===== src/rtl/ofm_writeback_pkg.sv =====
// rtl/ofm_writeback_pkg.sv - shared state encoding, geometry helpers and lane ReLU/saturate.
package ofm_writeback_pkg;

  typedef enum logic [1:0] {
    ST_IDLE   = 2'd0,
    ST_ACTIVE = 2'd1,
    ST_DONE   = 2'd2
  } state_t;

  // Column tiles per OFM row.
  function automatic int calc_tpl(input int ofm_size, input int systolic_size);
    return (ofm_size + systolic_size - 1) / systolic_size;
  endfunction

  function automatic int calc_addr_w(input int no_filter, input int ofm_size, input int systolic_size);
    return $clog2(no_filter * ofm_size * calc_tpl(ofm_size, systolic_size));
  endfunction

  // Works on a 64-bit signed carrier so any PSUM_W/OUT_W pair up to 63 bits can share it.
  function automatic logic signed [63:0] relu_sat(input logic signed [63:0] v, input int out_w,
                                                  input logic relu);
    logic signed [63:0] max_v;
    logic signed [63:0] min_v;
    logic signed [63:0] r;
    max_v = (64'sd1 <<< (out_w - 1)) - 64'sd1;
    min_v = -(64'sd1 <<< (out_w - 1));
    r = v;
    if (relu && (r < 64'sd0)) r = 64'sd0;
    if (r > max_v) r = max_v;
    else if (r < min_v) r = min_v;
    return r;
  endfunction

endpackage


===== src/rtl/ofm_lane_sat.sv =====
// rtl/ofm_lane_sat.sv - combinational PSUM_W to OUT_W ReLU/saturate for one lane.
module ofm_lane_sat
  import ofm_writeback_pkg::*;
#(
  parameter int PSUM_W  = 32,
  parameter int OUT_W   = 16,
  parameter bit RELU_EN = 1'b1
) (
  input  logic [PSUM_W-1:0] psum,
  output logic [OUT_W-1:0]  q
);

  logic signed [63:0] wide;
  logic signed [63:0] res;

  always_comb begin
    wide = {{(64-PSUM_W){psum[PSUM_W-1]}}, psum};
    res  = relu_sat(wide, OUT_W, RELU_EN);
    q    = OUT_W'(res);
  end

endmodule


===== src/rtl/ofm_writeback.sv =====
// rtl/ofm_writeback.sv - OFM write-back: frame sequencing, address generation, lane processing.
module ofm_writeback
  import ofm_writeback_pkg::*;
#(
  parameter int NO_FILTER     = 16,
  parameter int OFM_SIZE      = 32,
  parameter int SYSTOLIC_SIZE = 16,
  parameter int PSUM_W        = 32,
  parameter int OUT_W         = 16,
  parameter bit RELU_EN       = 1'b1,
  localparam int TPL          = calc_tpl(OFM_SIZE, SYSTOLIC_SIZE),
  localparam int ADDR_W       = calc_addr_w(NO_FILTER, OFM_SIZE, SYSTOLIC_SIZE)
) (
  input  logic                            clk,
  input  logic                            rst,
  input  logic                            start,
  input  logic [4:0]                      wgt_size,
  input  logic                            write_ofm_en,
  input  logic [SYSTOLIC_SIZE*PSUM_W-1:0] pe_data,
  output logic                            ofm_wr_en,
  output logic [ADDR_W-1:0]               ofm_addr,
  output logic [SYSTOLIC_SIZE*OUT_W-1:0]  ofm_wr_data,
  output logic [SYSTOLIC_SIZE-1:0]        ofm_wr_mask,
  output logic                            frame_done,
  output logic                            err
);

  state_t                           state_q, state_d;
  logic [4:0]                       wgs_q, wgs_d;
  logic [31:0]                      k_q, k_d, tile_q, tile_d, row_q, row_d, fbase_q, fbase_d;
  logic                             err_q, err_d, wr_en_q, wr_en_d, done_q, done_d;
  logic [ADDR_W-1:0]                addr_q, addr_d;
  logic [SYSTOLIC_SIZE*OUT_W-1:0]   data_q, data_d;
  logic [SYSTOLIC_SIZE-1:0]         mask_q, mask_d;
  logic [OUT_W-1:0]                 lane_sat [SYSTOLIC_SIZE];
  logic                             legal, last;
  logic [31:0]                      f, wgs_w;

  for (genvar i = 0; i < SYSTOLIC_SIZE; i++) begin : g_lane
    ofm_lane_sat #(.PSUM_W(PSUM_W), .OUT_W(OUT_W), .RELU_EN(RELU_EN)) u_sat (
      .psum(pe_data[i*PSUM_W +: PSUM_W]),
      .q   (lane_sat[i])
    );
  end

  always_comb begin
    state_d = state_q;
    wgs_d   = wgs_q;
    k_d     = k_q;
    tile_d  = tile_q;
    row_d   = row_q;
    fbase_d = fbase_q;
    err_d   = err_q;
    wr_en_d = 1'b0;
    done_d  = 1'b0;
    addr_d  = addr_q;
    data_d  = data_q;
    mask_d  = mask_q;

    legal = (wgt_size != 5'd0) && (32'(wgt_size) <= SYSTOLIC_SIZE);
    wgs_w = 32'(wgs_q);
    f     = fbase_q + k_q;
    last  = (row_q == OFM_SIZE - 1) && (tile_q == TPL - 1) && (k_q == wgs_w - 1) &&
            (fbase_q + wgs_w >= NO_FILTER);

    case (state_q)
      ST_ACTIVE: begin
        if (start) begin
          k_d = '0; tile_d = '0; row_d = '0; fbase_d = '0;
          if (legal) begin
            wgs_d = wgt_size;
            err_d = 1'b0;
          end else begin
            err_d   = 1'b1;
            state_d = ST_IDLE;
          end
        end else if (write_ofm_en) begin
          // Filters past NO_FILTER still step the sequence but never reach memory.
          wr_en_d = (f < NO_FILTER);
          addr_d  = ADDR_W'(f * 32'(OFM_SIZE * TPL) + row_q * 32'(TPL) + tile_q);
          for (int i = 0; i < SYSTOLIC_SIZE; i++) begin
            mask_d[i] = (tile_q * SYSTOLIC_SIZE + i) < OFM_SIZE;
            data_d[i*OUT_W +: OUT_W] = mask_d[i] ? lane_sat[i] : '0;
          end
          if (k_q == wgs_w - 1) begin
            k_d = '0;
            if (tile_q == TPL - 1) begin
              tile_d = '0;
              if (row_q == OFM_SIZE - 1) begin
                row_d   = '0;
                fbase_d = fbase_q + wgs_w;
              end else begin
                row_d = row_q + 1;
              end
            end else begin
              tile_d = tile_q + 1;
            end
          end else begin
            k_d = k_q + 1;
          end
          if (last) begin
            state_d = ST_DONE;
            done_d  = 1'b1;
          end
        end
      end
      default: begin
        state_d = ST_IDLE;
        if (write_ofm_en) err_d = 1'b1;
        if (start) begin
          k_d = '0; tile_d = '0; row_d = '0; fbase_d = '0;
          if (legal) begin
            state_d = ST_ACTIVE;
            wgs_d   = wgt_size;
            // A vector arriving with start is dropped and still flagged.
            err_d   = write_ofm_en;
          end else begin
            err_d = 1'b1;
          end
        end
      end
    endcase
  end

  always_ff @(posedge clk or posedge rst) begin
    if (rst) begin
      state_q <= ST_IDLE;
      wgs_q   <= '0;
      k_q     <= '0;
      tile_q  <= '0;
      row_q   <= '0;
      fbase_q <= '0;
      err_q   <= 1'b0;
      wr_en_q <= 1'b0;
      done_q  <= 1'b0;
      addr_q  <= '0;
      data_q  <= '0;
      mask_q  <= '0;
    end else begin
      state_q <= state_d;
      wgs_q   <= wgs_d;
      k_q     <= k_d;
      tile_q  <= tile_d;
      row_q   <= row_d;
      fbase_q <= fbase_d;
      err_q   <= err_d;
      wr_en_q <= wr_en_d;
      done_q  <= done_d;
      addr_q  <= addr_d;
      data_q  <= data_d;
      mask_q  <= mask_d;
    end
  end

  assign ofm_wr_en   = wr_en_q;
  assign ofm_addr    = addr_q;
  assign ofm_wr_data = data_q;
  assign ofm_wr_mask = mask_q;
  assign frame_done  = done_q;
  assign err         = err_q;

endmodule


===== config.mk =====
export PLATFORM = sky130hd
export DESIGN_NAME = ofm_writeback
export DESIGN_NICKNAME = d
export VERILOG_FILES = /design/src/rtl/ofm_writeback_pkg.sv /design/src/rtl/ofm_lane_sat.sv /design/src/rtl/ofm_writeback.sv
export SDC_FILE = /design/constraint.sdc
export NUM_CORES = 1
export LEC_CHECK = 0
export CAP_MARGIN = 20
export CORE_AREA = 5 5 310 312
export CTS_CLUSTER_DIAMETER = 50
export DETAILED_ROUTE_END_ITERATION = 8
export DIE_AREA = 0 0 315 317
export SKIP_CTS_REPAIR_TIMING = 1
export SLEW_MARGIN = 15
export SYNTH_ARGS = -nofsm -noshare
export SYNTH_HDL_FRONTEND = slang
export SYNTH_SLANG_ARGS = --single-unit

===== constraint.sdc =====
create_clock -name clk -period 17.6 [get_ports clk]
set_input_delay 5.28 -clock clk [delete_from_list [all_inputs] [get_ports clk]]
set_output_delay 5.28 -clock clk [all_outputs]
set_load 0.1 [all_outputs]

# Yosys cells after proc, flatten, opt, wreduce, memory -nomap -nowiden
# Index checks and enable logic that the tools add are counted.
# Widths: inputs -> output; s select.
# word_totals
regBits	420
elab_cells	235
# op_classes
eq_ne	8
n_lt_le_gt_ge	67
bitwise	1
add_sub_neg	23
n_reduce_logical	18
muxes	106
# op_table
operator	count
$gt 64x16->1 const B	16
$lt 64x16->1 const B	16
$mux 64	16
$mux 16	48
$mux 32	22
$lt 32x1->1 const B	16
$lt 32x6->1 const B	16
$add 32x4->32 const B	8
$add 32x1->32 const B	4
$add 32x3->32 const B	4
$add 32x2->32 const B	2
$add 32x32->32	1
$add 32x5->32	1
$eq 32x1->1 const B	1
$eq 32x32->1	1
$eq 32x5->1 const B	1
$ge 32x5->1 const B	1
$lt 32x5->1 const B	1
$add 10x10->10	2
$mux 1	15
$mux 2	5
$reduce_bool 2->1	5
$ne 3x3->1 const B	3
$reduce_and 3->1	3
10 further kinds	15

# Depth between registers and ports, before layout
# Gate-level depths: netlist of run 1.
# depth
depth_word	8
mapped_depth	13
depth_no_buf	11

# Cells and area by module
# From an unflattened synthesis of run 1, not the netlist that was laid out.
# hier_totals
hier_cells	2483
area_unflattened_um2	22889.5
# by_module_without_submodules
mod	cells_per_inst	area_each_um2	n_inst
ofm_writeback	1843	19466.2	1
ofm_lane_sat	40	214.0	16

# Worst setup path after synthesis of run 1
# No wires, ideal clock.
# synth_timing
kind	input -> register
startpoint	input port start
endpoint	register wr_en_q, in the netlist ofm_wr_en
path_buffers	1
t_arrival_ns	7.156
required_time_ns	17.500
path_slack_ns	10.344
stages	9
cell_sequence	or4bb_1 -> clkbuf_1 -> a21oi_1 -> nor4bb_1 -> o2111ai_1 -> nor4_1 -> and4_1 -> nand4_1 -> nor4bb_1
# synth_via
elab_chain_cells	2
# synth_lines
item	line	source
start, declared	ofm_writeback.sv:16	input logic start,
$mux 1	ofm_writeback.sv:68	if (start) begin
$mux 1	ofm_writeback.sv:66	case (state_q)
named net wr_en_d	ofm_writeback.sv:31	logic err_q, err_d, wr_en_q, wr_en_d, done_q, done_d;
end signal, assigned	ofm_writeback.sv:147	wr_en_q <= wr_en_d;
end, declared	ofm_writeback.sv:31	
# The timed path passes the listed nets, and every way through them passes these cells.
# A chain may end at the register's enable or synchronous reset.

# Final worst setup path of run 1
# Ends and elaborated chain as after synthesis.

==> results of run 1 <==
worst paths after layout:
| check | endpoint | slack, ns |
|---|---|---|
| max | ofm_wr_en$_DFF_PP0_ | 9.26 |
| min | ofm_wr_data[136]$_DFFE_PP0P_ | 0.47 |
| max reg2reg | frame_done$_DFF_PP0_ | 13.62 |
| min reg2reg | ofm_wr_data[136]$_DFFE_PP0P_ | 0.47 |
| max in group asynchronous | ofm_wr_data[110]$_DFFE_PP0P_ | 10.16 |
| min in group asynchronous | ofm_wr_data[47]$_DFFE_PP0P_ | 5.21 |
synthesized netlist by cell type (5+ instances only):
cell type    n  area (µm²)
dfrtp_1    405       10130
o21ai_0    376        1882
nand2_1    373        1400
nor2_1     372        1396
clkbuf_1   126       473.0
nor4_1     101       631.9
nand3_1     81       405.4
nand4_1     64       400.4
a21oi_1     56       280.3
ha_1        53       663.1
xnor2_1     44       385.4
xor2_1      40       350.3
inv_1       37       138.9
and2_1      35       219.0
o31ai_1     34       255.2
and3_1      33       206.5
nand2b_1    31       193.9
a21o_1      25       187.7
nor3_1      25       125.1
buf_4       15       112.6
a211oi_1    13       97.59
o41ai_1     12       105.1
a31oi_1     10       62.56
and4_1      10       87.58
o211ai_1    10       75.07
o21bai_1     9       67.56
mux2_2       8       90.09
fa_1         6       120.1
mux2i_1      6       60.06
a2111oi_0    5       43.79
o21a_1       5       37.54
or3_1        5       31.28
layout by cell type (no fill, tap or decap), types with 12 or more instances in the layout:
| master | n |
|---|---|
| o21ai_0 | 376 |
| o31ai_1 | 34 |
| nor3_1 | 25 |
| dfrtp_1 | 405 |
| nor4_1 | 101 |
| nand2_1 | 373 |
| and3_1 | 33 |
| and2_1 | 35 |
| ha_1 | 53 |
| a21o_1 | 25 |
| a211oi_1 | 13 |
| xnor2_1 | 44 |
| inv_1 | 36 |
| nand3_1 | 81 |
| clkdlybuf4s50_1 | 805 |
| o41ai_1 | 12 |
| nand2b_1 | 31 |
| xor2_1 | 40 |
| nand4_1 | 64 |
| a21oi_1 | 55 |
| buf_4 | 17 |
| nor2_1 | 372 |
| clkbuf_16 | 70 |
metal layers:
layer | share of wire [%] | vias up | global-route usage, % | routed length (µm)
li1 | - | 10440 | - | -
met1 | 42 | 10370 | 20.52 | 35140
met2 | 48 | 801 | 25.41 | 39760
met3 | 7.9 | 107 | 4.086 | 6569
met4 | 2.0 | 2 | 3.964 | 1705
met5 | 0.0084 | - | 0 | 7
power groups by stage:
stage / Clock, mW / Combinational, mW / Sequential (mW)
floorplan: 0 / 0.254 / 2.18
global placement: 0 / 1.78 / 1.17
detailed placement: 0 / 1.79 / 1.18
CTS: 1.50 / 1.79 / 1.16
global route: 1.53 / 1.84 / 1.18
finish: 1.45 / 1.78 / 1.16
flip-flops by register name, indices dropped and copies added, names as in the netlist:
register     flops
ofm_wr_mask      1
err              1
ofm_wr_en        1
tile_q          32
ofm_addr        10
ofm_wr_data    256
wgs_q            5
row_q           32
frame_done       1
k_q             32
fbase_q         32
state_q          2
area by class of cell:
| class | instances | area, µm² | area share, % |
|---|---|---|---|
| Multi-Input combinational cell | 1933 | 10700 | 32.15 |
| Sequential cell | 405 | 10130 | 30.44 |
| Timing Repair Buffer | 825 | 8248 | 24.77 |
| Clock buffer | 76 | 1834 | 5.509 |
| Tap cell | 1254 | 1569 | 4.713 |
| Clock inverter | 49 | 656.9 | 1.973 |
| Inverter | 37 | 146.4 | 0.4397 |
| Antenna cell | 1 | 2.502 | 0.007516 |
logic make-up after synthesis:
group | Yosys count | synth area share, %
simple gates | 1165 | 25.02
mux | 14 | 0.6955
xor+xnor | 84 | 3.408
flops | 405 | 46.94
compound gates | 611 | 16.75
buf+inv | 185 | 3.558
fa+ha+maj | 59 | 3.628
worst register-to-register path: cells and delay by family (launching register included):
kind | cells | cell delay (ns)
adders and majority gates | 2 | 0.71
DFF | 1 | 0.45
AOI/OAI and AO/OA | 3 | 0.78
and+or+nand+nor | 5 | 1.83
==> reports/qor_table.md, run 1 <==
| Result | This run |
|:---|:---|
| Reg clk slew, reported paths | 0.05 ns |
| Sequence of cells on the critical path | clkdlybuf4s50_1 > or4bb_4 > buf_4 > a21oi_1 > nor4bb_1 > o2111ai_1 > nor4_1 > and4_1 > nand4_1 > nor4bb_1 |
| Largest net degree at the start of global routing | 129 |
| Overall power after layout | 4.397 mW |
| Hold path depth | 2 |
| Maximum number of buffers from clock root to sink | 3 |
| Fill cell count | 9557 |
| Number of standard cells in the layout, taps in and fillers out | 4580 |
| HPWL after detailed placement | 62420 µm |
| Post-synth EDFFs | 0 |
| Wire length per cell after detailed routing | 18.16 µm |
| Instance count after placement with tap cells included | 4451 |
| Global routing usage summed across all routing layers | 15.52% |
| CTS Root Buffer Type | clkbuf_16 |
| Worst setup slack before clock tree synthesis | 8.627 ns |
| Critical path class | in2reg |
| Seq/Total Area, Yosys | 46.94% |
| Number of buffers inserted by port buffering | 805 |
| Result of the run | complete, no violations |
| Worst setup path startpoint | start |
| Number of distinct library cells after synthesis | 80 |
| Starting Density | 23.27% |
| Max IR drop VDD | 0.1236 mV |
| Required time reported for the critical path endpoint | 18.09 ns |
| Setup repair after global routing missed its margin | no |
| Slowest cell delay on critical path | 0.87 ns |
| Layout Area Growth over Synthesis | 54.22% |
| Comb pwr share | 40.5% |
| Reg power frac | 26.5% |
| Post-synthesis average cell area | 8.557 µm² |
| Summed area of non-filler cells in the final layout | 33290 µm² |
| Number of rows in the core area | 112 |
| Fraction of synthesis flops using an asynchronous set or reset pin | 100.0% |
| Total setup violations reported at the end of the flow | 0 |
| Worst slew pin tran | 1.161 ns |
| Die footprint | 99860 µm² |
| Post-Route Skew | 0.03588 ns |
| Slowest-stage cell, CP | or4bb_4 |
| Worst-path maximum fanout | 64 |
| Top_reg_cell synth | dfrtp_1 |
| Total congestion overflow after global routing | 0 |
| Final Critical Period | 8.336 ns |
| Total Routed Length | 83180 µm |
| Number of failing hold endpoints at the final stage | 0 |
| Via count | 21710 |
| Most frequent CP cell | nor4bb_1 |
| Max-Cap Viols | 0 |
| Syn nets | 3103 |
| Final core utilization | 35.89% |
| Worst Hold Launch | ofm_wr_data[136]$_DFFE_PP0P_ |
| Num CTS Buffers | 69 |
| Slew Viols, Final | 0 |
| Setup tns final | 0 ns |
| Critical path startpoint category | input pin |
| Synth Warn # | 0 |
| Endpoint type of the worst setup path | flop |
| Net Sw Power | 1.989 mW |
| H-tree depth reported by CTS | 3 |
| Number of DRC markers in iteration 0 | 1642 |
| Pwr Density | 132.1 nW/µm² |
| Arrival @ worst endpoint | 8.83 ns |
| DIE HEIGHT | 317 µm |
| Reg2reg path depth | 10 |
| Total DRC errors in the routed layout | 0 |
| Fraction of final layout cells sized beyond drive strength 1 | 5.383% |
| Register bit count reported by yosys | 405 |
| Share of total power in the clock network | 33.1% |
| Final critical-path setup slack | 9.264 ns |
| I/O pin total | 806 |
| Drt via density | 4.741 |
| Leakage Power | 13.99 nW |
| RR Startpoint | wgs_q[0]$_DFFE_PP0P_ |
| Horizontal die dimension | 315 µm |
| Final net count | 3851 |
| Final period util | 47.36% |
| Max frequency | 0.1200 GHz |
| Switching part of the total | 45.23% |
| Worst min-delay path class | reg2reg |
| Wire length of the first global-routing pass | 124900 µm |
| Number of gates on the worst path with buffers counted | 10 |
| Skew-Pair Late Insertion Delay | 0.61 ns |
| Antenna violations before repair | 3 |
| First-pass iteration count of the detailed router | 5 |
| Cell-internal power | 2.409 mW |
| Final ANT Viol Nets | 0 |
| Cell area after placement | 30750 µm² |
| CTS sink count | 405 |
| Standard cell core area | 92770 µm² |
| WHS | 0.4717 ns |
| Final estimated routing congestion in global placement | 0.8684 |
| Post-Syn Area | 21590 µm² |
| Kind of cell with the highest combined delay on the critical path | simple AND/OR/NAND/NOR gates |
| Synthesized instance count | 2523 |
| Vias in the first global route | 21060 |
| CTS tree | done |
| Tightest slew margin relative to the limit | 21.90% |
| Total buffers and inverters traversed by the critical path | 2 |
No activity file was read; power rests on OpenSTA's default activity.
==> run 2, diff against run 1 <==
==> constraint.sdc (replaced) <==
create_clock -name clk -period 7.39 [get_ports clk]
set_input_delay 2.217 -clock clk [delete_from_list [all_inputs] [get_ports clk]]
set_output_delay 2.217 -clock clk [all_outputs]
set_load 0.1 [all_outputs]
==> run 2 against run 1 <==
Effect of this change: via count about the same; die area unchanged; combinational power increased by 140%; worst hold slack improved by 0.0022 ns; largest power group unchanged; highest routed layer unchanged.
==> reports/qor_table.md, run 2 (same netlist as run 1, synthesis figures left out) <==
| Result | This run |
|:---|:---|
| Wire length per cell after detailed routing | 18.41 µm |
| HPWL after detailed placement | 63440 µm |
| Via count | 21720 |
| Worst setup path startpoint | start |
| Drt via density | 4.743 |
| CTS tree | done |
| Final ANT Viol Nets | 0 |
| Skew-Pair Late Insertion Delay | 0.61 ns |
| DIE HEIGHT | 317 µm |
| CTS sink count | 405 |
| Worst setup slack before clock tree synthesis | 1.927 ns |
| Number of buffers inserted by port buffering | 805 |
| Most frequent CP cell | nor4bb_1 |
| Antenna violations before repair | 4 |
| Instance count after placement with tap cells included | 4452 |
| Setup tns final | 0 ns |
| Slowest cell delay on critical path | 0.92 ns |
| Sequence of cells on the critical path | clkdlybuf4s50_1 > or4bb_4 > a21oi_1 > nor4bb_1 > o2111ai_1 > nor4_1 > and4_1 > nand4_1 > nor4bb_1 |
| Setup repair after global routing missed its margin | no |
| Post-Route Skew | 0.03413 ns |
| Reg clk slew, reported paths | 0.05 ns |
| Final core utilization | 35.85% |
| Final critical-path setup slack | 2.515 ns |
| CTS Root Buffer Type | clkbuf_16 |
| Slowest-stage cell, CP | or4bb_4 |
| Tightest slew margin relative to the limit | 21.06% |
| Max-Cap Viols | 0 |
| Overall power after layout | 10.38 mW |
| Result of the run | complete, no violations |
| Wire length of the first global-routing pass | 125700 µm |
| Worst setup path end | ofm_wr_en$_DFF_PP0_ |
| Final period util | 65.97% |
| Worst-path maximum fanout | 48 |
| Met1 routing resource usage after global routing | 21.15% |
| Fill cell count | 9546 |
| Critical path class | in2reg |
| Max reg flops | 256 |
| Most used cells in the layout excluding fill and tap cells | clkdlybuf4s50_1, dfrtp_1, o21ai_0, nand2_1, nor2_1 |
| Arrival @ worst endpoint | 5.38 ns |
| Die footprint | 99860 µm² |
| Vias in the first global route | 21060 |
| Endpoint type of the worst setup path | flop |
| Cell area after placement | 30780 µm² |
| FF+latch area | 10130 µm² |
| Max frequency | 0.2051 GHz |
| Number of standard cells in the layout, taps in and fillers out | 4580 |
| Reg2reg path depth | 9 |
| Required time reported for the critical path endpoint | 7.89 ns |
| Total DRC errors in the routed layout | 0 |
| Worst slew pin tran | 1.180 ns |
| H-tree depth reported by CTS | 3 |
| WHS | 0.4739 ns |
| Global routing usage summed across all routing layers | 15.76% |
| Slew Viols, Final | 0 |
| Num CTS Buffers | 68 |
| M2 GR Usage | 25.09% |
| Met3 routing resource usage after global routing | 4.236% |
| Worst min-delay path class | reg2reg |
| Reg2Reg Capture Point | frame_done$_DFF_PP0_ |
| Number of rows in the core area | 112 |
| Horizontal die dimension | 315 µm |
| Area occupied by multi-input gates | 10700 µm² |
| Number of DRC markers in iteration 0 | 1822 |
| Total congestion overflow after global routing | 0 |
| Max IR drop VDD | 0.2303 mV |
| Final Critical Period | 4.875 ns |
| RR Startpoint | wgs_q[1]$_DFFE_PP0P_ |
| Standard cell core area | 92770 µm² |
| Fraction of final layout cells sized beyond drive strength 1 | 5.173% |
| Total setup violations reported at the end of the flow | 0 |
| Starting Density | 23.27% |
| Total Routed Length | 84330 µm |
| Final estimated routing congestion in global placement | 0.8950 |
| Maximum number of buffers from clock root to sink | 3 |
| Pwr Density | 312.1 nW/µm² |
| Final net count | 3850 |
| Critical path startpoint category | input pin |
| Leakage Power | 13.96 nW |
| I/O pin total | 806 |
| First-pass iteration count of the detailed router | 6 |
| Number of failing hold endpoints at the final stage | 0 |
| Summed area of non-filler cells in the final layout | 33250 µm² |
| Most frequent standard cell in the layout excluding fill and tap cells | clkdlybuf4s50_1 |
| Layout Area Growth over Synthesis | 54.03% |
| Register-to-register setup slack | 3.65 ns |
| Most Used Layer, Global Route | met2 |
| Largest net degree at the start of global routing | 139 |
## run 2: power by group
group	internal, mW	switching, mW	leakage, nW
sequential	2.56	0.226	5.33
combinational	0.989	3.25	7.47
clock	2.11	1.24	1.17
## run 2: critical path, delay by kind of cell
| family | cells | cell delay [ns] |
|---|---|---|
| buffers and inverters | 1 | 0.63 |
| AOI/OAI and AO/OA | 2 | 0.39 |
| and+or+nand+nor | 6 | 2.07 |
## run 2: area by class of cell
class	instances	share of cell area, %
Tap cell	1254	4.718
Multi-Input combinational cell	1933	32.18
Antenna cell	1	0.007525
Inverter	37	0.4289
Clock buffer	84	5.602
Sequential cell	405	30.48
Timing Repair Buffer	825	24.88
Clock inverter	41	1.704
## run 2: routing by layer
metal  routed length (µm)  up-vias
li1                     -    10430
met1                36100    10360
met2                39400      799
met3                 6669      131
met4                 2104        8
met5                   60        -
## run 2: worst min-delay path by stage
stage / start / endpoint / slack [ns] / depth (start not counted)
final: ofm_wr_data[224]$_DFFE_PP0P_ / ofm_wr_data[224]$_DFFE_PP0P_ / 0.47 / 2
after global routing: ofm_wr_data[187]$_DFFE_PP0P_ / ofm_wr_data[187]$_DFFE_PP0P_ / 0.49 / 2
after CTS: ofm_wr_data[224]$_DFFE_PP0P_ / ofm_wr_data[224]$_DFFE_PP0P_ / 0.48 / 2
after detailed placement: ofm_wr_data[232]$_DFFE_PP0P_ / ofm_wr_data[232]$_DFFE_PP0P_ / 0.47 / 2
after global placement: ofm_addr[0]$_DFFE_PP0P_ / ofm_addr[0]$_DFFE_PP0P_ / 0.46 / 2
after floorplan: tile_q[28]$_DFFE_PP0P_ / tile_q[28]$_DFFE_PP0P_ / 0.46 / 1
==> run 3, diff against run 2 <==
==> constraint.sdc (replaced) <==
create_clock -name clk -period 3.9 [get_ports clk]
set_input_delay 1.17 -clock clk [delete_from_list [all_inputs] [get_ports clk]]
set_output_delay 1.17 -clock clk [all_outputs]
set_load 0.1 [all_outputs]
==> run 3 against run 2 <==
Effect of this change: register-to-register slack lost 3.3 ns; critical path depth grew 2; die area is the same; first-iteration DRC count shrank 16%; flip-flop and latch count is the same; largest cell class unchanged; largest power group unchanged; highest routed layer unchanged.
==> reports/qor_table.md, run 3 (same netlist as run 1, synthesis figures left out) <==
| Result | This run |
|:---|:---|
| Cell-internal power | 10.53 mW |
| Post-Route Skew | 0.03881 ns |
| RR Startpoint | wgs_q[0]$_DFFE_PP0P_ |
| Num CTS Buffers | 66 |
| Final Critical Period | 3.526 ns |
| Result of the run | complete, no violations |
| First-pass iteration count of the detailed router | 5 |
| CTS Root Buffer Type | clkbuf_16 |
| Share of total power in the clock network | 32.3% |
| Fill cell count | 9537 |
| Required time reported for the critical path endpoint | 4.44 ns |
| Most frequent standard cell in the layout excluding fill and tap cells | clkdlybuf4s50_1 |
| Arrival @ worst endpoint | 4.06 ns |
| Max reg flops | 256 |
| Number of rows in the core area | 112 |
| Reg2reg path depth | 11 |
| Switching part of the total | 45.72% |
| Total Routed Length | 83900 µm |
| Worst setup slack before clock tree synthesis | -0.02940 ns |
| Max-Cap Viols | 0 |
| Worst slew pin tran | 1.001 ns |
| Met1 routing resource usage after global routing | 20.61% |
| Comb pwr share | 40.5% |
| Total setup violations reported at the end of the flow | 0 |
| Reg power frac | 27.2% |
| Via count | 21940 |
| Tightest slew margin relative to the limit | 33.07% |
| FF+latch area | 10130 µm² |
| HPWL after detailed placement | 63730 µm |
| Antenna diodes | 0 |
| Summed area of non-filler cells in the final layout | 33180 µm² |
| Drt via density | 4.726 |
| Setup repair after global routing missed its margin | no |
| M2 GR Usage | 26.02% |
| Skew-Pair Late Insertion Delay | 0.61 ns |
| Standard cell core area | 92770 µm² |
| Overall power after layout | 19.40 mW |
| Total DRC errors in the routed layout | 0 |
| Reg2Reg Capture Point | frame_done$_DFF_PP0_ |
| Pwr Density | 584.6 nW/µm² |
| Max IR drop VDD | 0.4421 mV |
| Wire length of the first global-routing pass | 126200 µm |
| Vias in the first global route | 21730 |
| Reg clk slew, reported paths | 0.05 ns |
| CTS tree | done |
| Starting Density | 23.27% |
| Final estimated routing congestion in global placement | 0.9061 |
| Hold path depth | 2 |
| Final ANT Viol Nets | 0 |
| Setup tns final | 0 ns |
| I/O pin total | 806 |
| Slew Viols, Final | 0 |
| H-tree depth reported by CTS | 3 |
| Antenna violations before repair | 2 |
| Met3 routing resource usage after global routing | 3.832% |
| Number of buffers inserted by port buffering | 805 |
| Cell area after placement | 30820 µm² |
| Net Sw Power | 8.867 mW |
| Worst-path maximum fanout | 10 |
| Total congestion overflow after global routing | 0 |
| Layout Area Growth over Synthesis | 53.67% |
| Largest net degree at the start of global routing | 142 |
| DIE HEIGHT | 317 µm |
| Final period util | 90.42% |
| Critical path class | reg2reg |
| Area occupied by multi-input gates | 10700 µm² |
| Endpoint type of the worst setup path | flop |
| Final critical-path setup slack | 0.3737 ns |
| Global routing usage summed across all routing layers | 15.74% |
| Number of failing hold endpoints at the final stage | 0 |
| WHS | 0.4744 ns |
| Die footprint | 99860 µm² |
| Most used cells in the layout excluding fill and tap cells | clkdlybuf4s50_1, dfrtp_1, o21ai_0, nand2_1, nor2_1 |
| Number of DRC markers in iteration 0 | 1526 |
| Final net count | 3916 |
| Register-to-register setup slack | 0.37 ns |
| Fraction of final layout cells sized beyond drive strength 1 | 13.93% |
| Leakage Power | 14.60 nW |
| Wire length per cell after detailed routing | 18.07 µm |
| Max frequency | 0.2836 GHz |
| Hold endpoint | ofm_wr_data[230]$_DFFE_PP0P_ |
| Critical path startpoint category | flop |
| Maximum number of buffers from clock root to sink | 3 |
| Worst min-delay path class | reg2reg |
| Most Used Layer, Global Route | met2 |
| Horizontal die dimension | 315 µm |
| Worst Hold Launch | ofm_wr_data[230]$_DFFE_PP0P_ |
| CTS sink count | 405 |
[run 3: cell types whose count changed in the layout (fill, tap and decap cells not counted), sizes merged]
cell           change
buf              +302
bufinv             +1
clkbuf             -6
clkdlybuf4s50    -234
clkinv             -9
clkinvlp           +1
diode              -1
inv                +8
[run 3: cell type report]
class / count / share of cell area (%)
multi-input cells: 1933 / 32.26
flip-flops and latches: 405 / 30.55
repair buffers: 893 / 24.93
clock buffers: 78 / 5.423
well taps: 1254 / 4.729
clock inverters: 42 / 1.682
inverters: 37 / 0.4299
[run 3: how the worst max path moves through the flow]
stage / start / end / cells after the start
3_5_place_dp: write_ofm_en / ofm_wr_en$_DFF_PP0_ / 9
4_1_cts: wgs_q[1]$_DFFE_PP0P_ / tile_q[28]$_DFFE_PP0P_ / 11
6_report: wgs_q[0]$_DFFE_PP0P_ / frame_done$_DFF_PP0_ / 11
3_3_place_gp: write_ofm_en / ofm_wr_en$_DFF_PP0_ / 9
2_1_floorplan: rst / err$_DFFE_PP0P_ / 1
5_1_grt: wgs_q[0]$_DFFE_PP0P_ / frame_done$_DFF_PP0_ / 11
[run 3: power groups by stage]
stage          clock network, mW  registers, mW  logic (mW)
4_1_cts                     6.47           5.28        7.91
3_5_place_dp                   0           5.34        7.91
3_3_place_gp                   0           5.33        7.87
5_1_grt                     6.65           5.37        8.12
2_1_floorplan                  0           9.85        1.15
6_report                    6.27           5.28        7.85
[run 3: per-layer routing]
metal  up-vias  wire length, µm  part of all wire, %
met5         -               35                0.042
met4         4             1999                  2.4
met3       110             6142                  7.3
met2       794            39960                   48
met1     10460            35760                   43
li1      10570                -                    -
[run 3: critical path, cell delays in order, from the launching register on]
cell and delay, ns:
dfrtp_1 0.44, ha_1 0.28, fa_1 0.44, a211oi_1 0.31
o21bai_1 0.25, nand2_1 0.40, nor2_1 0.14, and3_1 0.19
o2111a_1 0.23, nand3_1 0.20, nor4b_1 0.36, buf_4 0.21
[run 3: stage by stage]
| step | utilization [%] | cells |
|---|---|---|
| after floorplan | - | 2523 |
| after global placement | 33.22 | 4522 |
| after detailed placement | 33.22 | 4522 |
| after CTS | 35.76 | 4642 |
| after global routing | 35.76 | 4642 |
| final | 35.76 | 4642 |
